### src/rtl/uart_pkg.sv
// Shared UART definitions used by the transmitter, the receiver and the
// baud counter: FSM state encoding, idle line level and timing helpers.
package uart_pkg;

  typedef enum logic [2:0] {
    IDLE   = 3'd0,
    START  = 3'd1,
    DATA   = 3'd2,
    PARITY = 3'd3,
    STOP   = 3'd4
  } tx_state_t;

  localparam logic UART_IDLE_LEVEL = 1'b1;

  // Clock cycles per line symbol (integer division, truncating).
  function automatic int symbol_edge_time(input int clock_freq, input int baud_rate);
    return clock_freq / baud_rate;
  endfunction

  // Counter width able to hold 0..n-1, never narrower than one bit.
  function automatic int counter_width(input int n);
    return (n > 1) ? $clog2(n) : 1;
  endfunction

endpackage

### src/rtl/uart_baud_counter.sv
// N-cycle symbol timer shared by the UART transmitter and receiver.
// Counts 0..N-1 and wraps; tick marks the last cycle of a symbol.
// clear holds the count at 0 (used while the line is idle).
module uart_baud_counter
  import uart_pkg::*;
#(
  parameter int N = 10
) (
  input  logic clk,
  input  logic rst_n,
  input  logic clear,
  output logic tick
);

  localparam int CNT_W = counter_width(N);
  localparam logic [CNT_W-1:0] LAST = CNT_W'(N - 1);

  logic [CNT_W-1:0] count;

  // Symbol cycle counter: held at zero by clear, wraps on the last cycle.
  always_ff @(posedge clk or negedge rst_n) begin
    if (!rst_n) begin
      count <= '0;
    end else if (clear) begin
      count <= '0;
    end else if (count == LAST) begin
      count <= '0;
    end else begin
      count <= count + 1'b1;
    end
  end

  assign tick = !clear && (count == LAST);

endmodule

### src/rtl/uart_tx_stream.sv
// UART serializer at the dequeue end of a byte stream.
// Accepts a byte on a valid/ready port and sends it as start, WIDTH data
// bits LSB first, optional even parity, stop.
// Optional feature macro: UART_TX_PARITY_EN (adds an even-parity bit).
//
// Handshake: a byte transfers on any rising edge where in_valid and
// in_ready are both high. in_ready depends only on FSM state (high in IDLE
// once out of reset) and never on in_valid; in_data is sampled only on that
// transfer edge and ignored at all other times.
module uart_tx_stream
  import uart_pkg::*;
#(
  parameter int CLOCK_FREQ = 125_000_000,
  parameter int BAUD_RATE  = 115_200,
  parameter int WIDTH      = 8
) (
  input  logic             clk,
  input  logic             rst_n,
  input  logic             in_valid,
  input  logic [WIDTH-1:0] in_data,
  output logic             in_ready,
  output logic             serial_out,
  output logic             busy
);

  localparam int SYMBOL_EDGE_TIME = symbol_edge_time(CLOCK_FREQ, BAUD_RATE);
  localparam int IDX_W = counter_width(WIDTH);
  localparam logic [IDX_W-1:0] LAST_IDX = IDX_W'(WIDTH - 1);

  tx_state_t        state;
  tx_state_t        next_state;
  logic [WIDTH-1:0] shift_q;
  logic [IDX_W-1:0] bit_idx_q;
  logic             armed_q;
  logic             fire;
  logic             tick;
  logic             baud_clear;
  logic             load;
  logic             shift_en;
  logic             idx_clr;
  logic             idx_inc;
  logic             line;
`ifdef UART_TX_PARITY_EN
  logic             parity_q;
`endif

  assign in_ready   = armed_q && (state == IDLE);
  assign fire       = in_valid && in_ready;
  assign busy       = (state != IDLE);
  // The line is decoded straight from the state register so an async reset
  // returns it to idle-high immediately, without waiting for a clock.
  assign serial_out = line;

  uart_baud_counter #(
    .N (SYMBOL_EDGE_TIME)
  ) u_baud (
    .clk   (clk),
    .rst_n (rst_n),
    .clear (baud_clear),
    .tick  (tick)
  );

  // State register; reset discards any frame in progress.
  always_ff @(posedge clk or negedge rst_n) begin
    if (!rst_n) begin
      state <= IDLE;
    end else begin
      state <= next_state;
    end
  end

  // Next-state, line level and datapath controls.
  always_comb begin
    next_state = state;
    baud_clear = 1'b0;
    load       = 1'b0;
    shift_en   = 1'b0;
    idx_clr    = 1'b0;
    idx_inc    = 1'b0;
    line       = UART_IDLE_LEVEL;
    case (state)
      IDLE: begin
        baud_clear = 1'b1;
        if (fire) begin
          load       = 1'b1;
          next_state = START;
        end
      end
      START: begin
        line = 1'b0;
        if (tick) begin
          idx_clr    = 1'b1;
          next_state = DATA;
        end
      end
      DATA: begin
        line = shift_q[0];
        if (tick) begin
          if (bit_idx_q == LAST_IDX) begin
`ifdef UART_TX_PARITY_EN
            next_state = PARITY;
`else
            next_state = STOP;
`endif
          end else begin
            idx_inc  = 1'b1;
            shift_en = 1'b1;
          end
        end
      end
      PARITY: begin
`ifdef UART_TX_PARITY_EN
        line = parity_q;
        if (tick) begin
          next_state = STOP;
        end
`else
        next_state = IDLE;
`endif
      end
      STOP: begin
        line = UART_IDLE_LEVEL;
        if (tick) begin
          next_state = IDLE;
        end
      end
      default: begin
        next_state = IDLE;
      end
    endcase
  end

  // Shift register: loaded on transfer, shifted right at each data bit boundary.
  always_ff @(posedge clk or negedge rst_n) begin
    if (!rst_n) begin
      shift_q <= '0;
    end else if (load) begin
      shift_q <= in_data;
    end else if (shift_en) begin
      shift_q <= {1'b0, shift_q[WIDTH-1:1]};
    end
  end

  // Data bit index: restarts on entry to DATA, holds its value elsewhere.
  always_ff @(posedge clk or negedge rst_n) begin
    if (!rst_n) begin
      bit_idx_q <= '0;
    end else if (idx_clr) begin
      bit_idx_q <= '0;
    end else if (idx_inc) begin
      bit_idx_q <= bit_idx_q + 1'b1;
    end
  end

  // Ready is withheld until the first clock edge after reset release.
  always_ff @(posedge clk or negedge rst_n) begin
    if (!rst_n) begin
      armed_q <= 1'b0;
    end else begin
      armed_q <= 1'b1;
    end
  end

`ifdef UART_TX_PARITY_EN
  // Even parity of the byte, captured at transfer since the shifter is consumed.
  always_ff @(posedge clk or negedge rst_n) begin
    if (!rst_n) begin
      parity_q <= 1'b0;
    end else if (load) begin
      parity_q <= ^in_data;
    end
  end
`endif

endmodule

### config.mk
export PLATFORM = sky130hd
export DESIGN_NAME = uart_tx_stream
export DESIGN_NICKNAME = d
export VERILOG_FILES = /design/src/rtl/uart_pkg.sv /design/src/rtl/uart_baud_counter.sv /design/src/rtl/uart_tx_stream.sv
export SDC_FILE = /design/constraint.sdc
export NUM_CORES = 1
export LEC_CHECK = 0
export CORE_ASPECT_RATIO = 0.7
export CORE_MARGIN = 3
export CORE_UTILIZATION = 29
export DETAILED_ROUTE_END_ITERATION = 10
export SYNTH_ARGS = -nofsm -noshare
export SYNTH_HDL_FRONTEND = slang
export SYNTH_SLANG_ARGS = --single-unit
### constraint.sdc
create_clock -name clk -period 5.1 [get_ports clk]
set_input_delay 1.02 -clock clk [delete_from_list [all_inputs] [get_ports clk]]
set_output_delay 1.02 -clock clk [all_outputs]
set_load 0.01 [all_outputs]
==> run metrics <==
WP buf/inv=1; nets=~160; RSZ-0062 raised after global routing=no; status=completed; highest routed layer=met4; asr flop ratio synth=1.00; worst skew pair latency=about 0.27 ns; Slew @ Worst Pin=1.16 ns; Max IR drop VDD=0.144 mV; synthesis-stage register bit count=26; WL met3=65 um; period utilization=0.556; area of the core=slightly above 4000 sq um; CP Cell Sequence=nor3_1 -> and2_1 -> clkdlybuf4s50_1; Syn Inst Count=between 100 and 150; cts-stage hold buffer count=0; syn nets=between 100 and 150; gpl congestion=approximately 0.8; cts repair resizes=0; synthesized area=between 1000 and 1500 sq um; CP Launch Type=register; register area share after synthesis=0.507; Max-Cap Viols=0; R2R depth=6; vias=slightly below 900; Final Core Density=0.374; Power Density=around 250 nW/um^2; skew final=approximately 0.0068 ns; Worst EP arrival=approximately 1.8 ns; reg2reg start=bit_idx_q[0]; GR Util All Layers=0.101; Clk pin slew, worst setup/hold paths=roughly 0.09 ns; WP data required=4.08 ns; DRC Markers=0; CTS H-tree lvls=1; synth-to-layout area growth=19.3%; Max-slew headroom=0.224; row count=19; most frequent cell after synthesis=dfrtp_1; Setup TNS Final=0 ns; WL final=about 2400 um; vias in the first global route=between 800 and 900; leak pwr=a little under 0.7 nW; metal2 WL=968 um; min Tclk post-route=approximately 2.8 ns; router iterations before antenna repair=4; Netlist cell types=28; commonest cells in the netlist=26 x dfrtp_1, 24 x nor2_1, 9 x a21oi_1, 9 x mux2i_1; CP Capture Type=output port; worst reg2reg setup slack=2.83 ns; delay-heaviest family, CP=simple AND/OR/NAND/NOR gates; I/O pin cnt=14; Num CTS Buffers=3; die height=61.6 um; # fillers=407; vias per cell=between 4 and 5; hold path start=u_baud.count[0]; top post-synthesis cells by area=dfrtp_1 51%, mux2i_1 7.0%, nor2_1 7.0%; share of layout cells above drive strength 1=0.0496; First DRT Iteration DRCs=47; Crit Path Max Fanout=8; Hold Path Stages=1; HPWL after DPL=1790 um; endpoints failing hold=0; HP Class=reg2reg; TritonCTS clock tree=done; Post-CTS Repair Setup Buffers=0; gr ovfl total=0; syn avg cell area=a little over 10 sq um; final setup vio count=0; reg2reg end=shift_q[3]; Hold Crit Endpoint=u_baud.count[0]; Die W=approximately 85 um; first-pass GRT wire length=~4100 um; Worst path max stage delay=0.53 ns; antenna fix cells=0; largest net degree at the start of global routing=27; Yosys warnings=0; initial core utilization=0.314; CTS max path bufs=2; Post-synth EDFFs=0; type of the worst setup path=reg2out; leading area contributor after synthesis=dfrtp_1; clk sinks=26; final slew viol count=0; Crit-path slowest cell=clkdlybuf4s50_1; Met1 Wirelength=about 1300 um; Die ar.=about 5300 sq um; FMAX=around 350 MHz; Final ANT Viol Nets=0; Synth top area share=0.507; most used flip-flop cell after synthesis=dfrtp_1; WL per Instance=12.2 um; antenna violations before repair=0; PortBufs=13; CTS root buf=clkbuf_8
-- routing by layer --
metal,GRT usage,up-vias
met4,0.0271,0
met5,0,-
li1,-,459
met3,0.0321,2
met1,0.151,420
met2,0.140,10
-- cell families after synthesis --
kind of cell / synth area share
and+or+nand+nor: 0.226
DFF: 0.507
AOI/OAI and AO/OA: 0.0566
xor gates and xnor gates: 0.0683
muxes: 0.0702
buffers and inverters: 0.0293
adders and majority gates: 0.0390
other: 0.00292
-- cell type report --
cell class / count / area, sq um / share of cell area
clock buffers: 3 / 41.3 / 0.0270
clock inverters: 1 / 30.0 / 0.0196
inverters: 5 / 18.8 / 0.0123
multi-input cells: 93 / 594 / 0.388
flip-flops and latches: 26 / 651 / 0.425
well taps: 52 / 65.1 / 0.0425
repair buffers: 13 / 130 / 0.0850
-- worst reg2reg max path, delay by kind of cell (launching register included) --
family                     cells  cell delay, ns
AOI/OAI and AO/OA              1            0.09
and+or+nand+nor                2            0.85
DFF                            1            0.41
adders and majority gates      2            0.45
muxes                          1            0.36
-- where the power goes --
| part | switching [mW] | internal, mW |
|---|---|---|
| logic | 0.00496 | 0.00671 |
| clock network | 0.0623 | 0.105 |
| registers | 0.000214 | 0.206 |
-- worst max-delay path by stage --
stage,startpoint,endpoint,slack (ns),cells past startpoint
2_1_floorplan,state[2],in_ready,3.14,2
3_3_place_gp,state[2],in_ready,2.56,3
3_5_place_dp,state[2],in_ready,2.55,3
4_1_cts,state[2],in_ready,2.23,3
5_1_grt,state[2],in_ready,2.10,3
6_report,state[2],in_ready,2.26,3
-- state kept, by name (all words and copies together) (netlist names) --
register	cells
armed_q	1
bit_idx_q	3
shift_q	8
state	3
u_baud.count	11
-- cell usage in the layout (no fill, tap or decap), drive strengths merged, types with 2 or more instances in the layout --
cell / count
dfrtp: 26
nand3: 5
a21oi: 9
mux2i: 9
clkdlybuf4s50: 13
o21ai: 2
xnor2: 7
nand4b: 2
inv: 5
clkbuf: 3
nor3: 4
xor2: 3
nor2: 24
ha: 4
nand2b: 3
nand3b: 2
nor4: 3
nand2: 7
-- metrics by stage --
step	setup slack (ns)	std cells	hold WS, ns	power [mW]	instance area, sq um
finish	2.26	193	0.520	0.386	1530
global route	2.10	193	0.562	0.403	1530
CTS	2.23	193	0.522	0.393	1530
detailed placement	2.55	189	0.506	0.223	1460
global placement	2.56	189	0.494	0.223	1460
floorplan	3.14	126	0.468	0.211	1280
No activity file was read; power rests on OpenSTA's default activity.
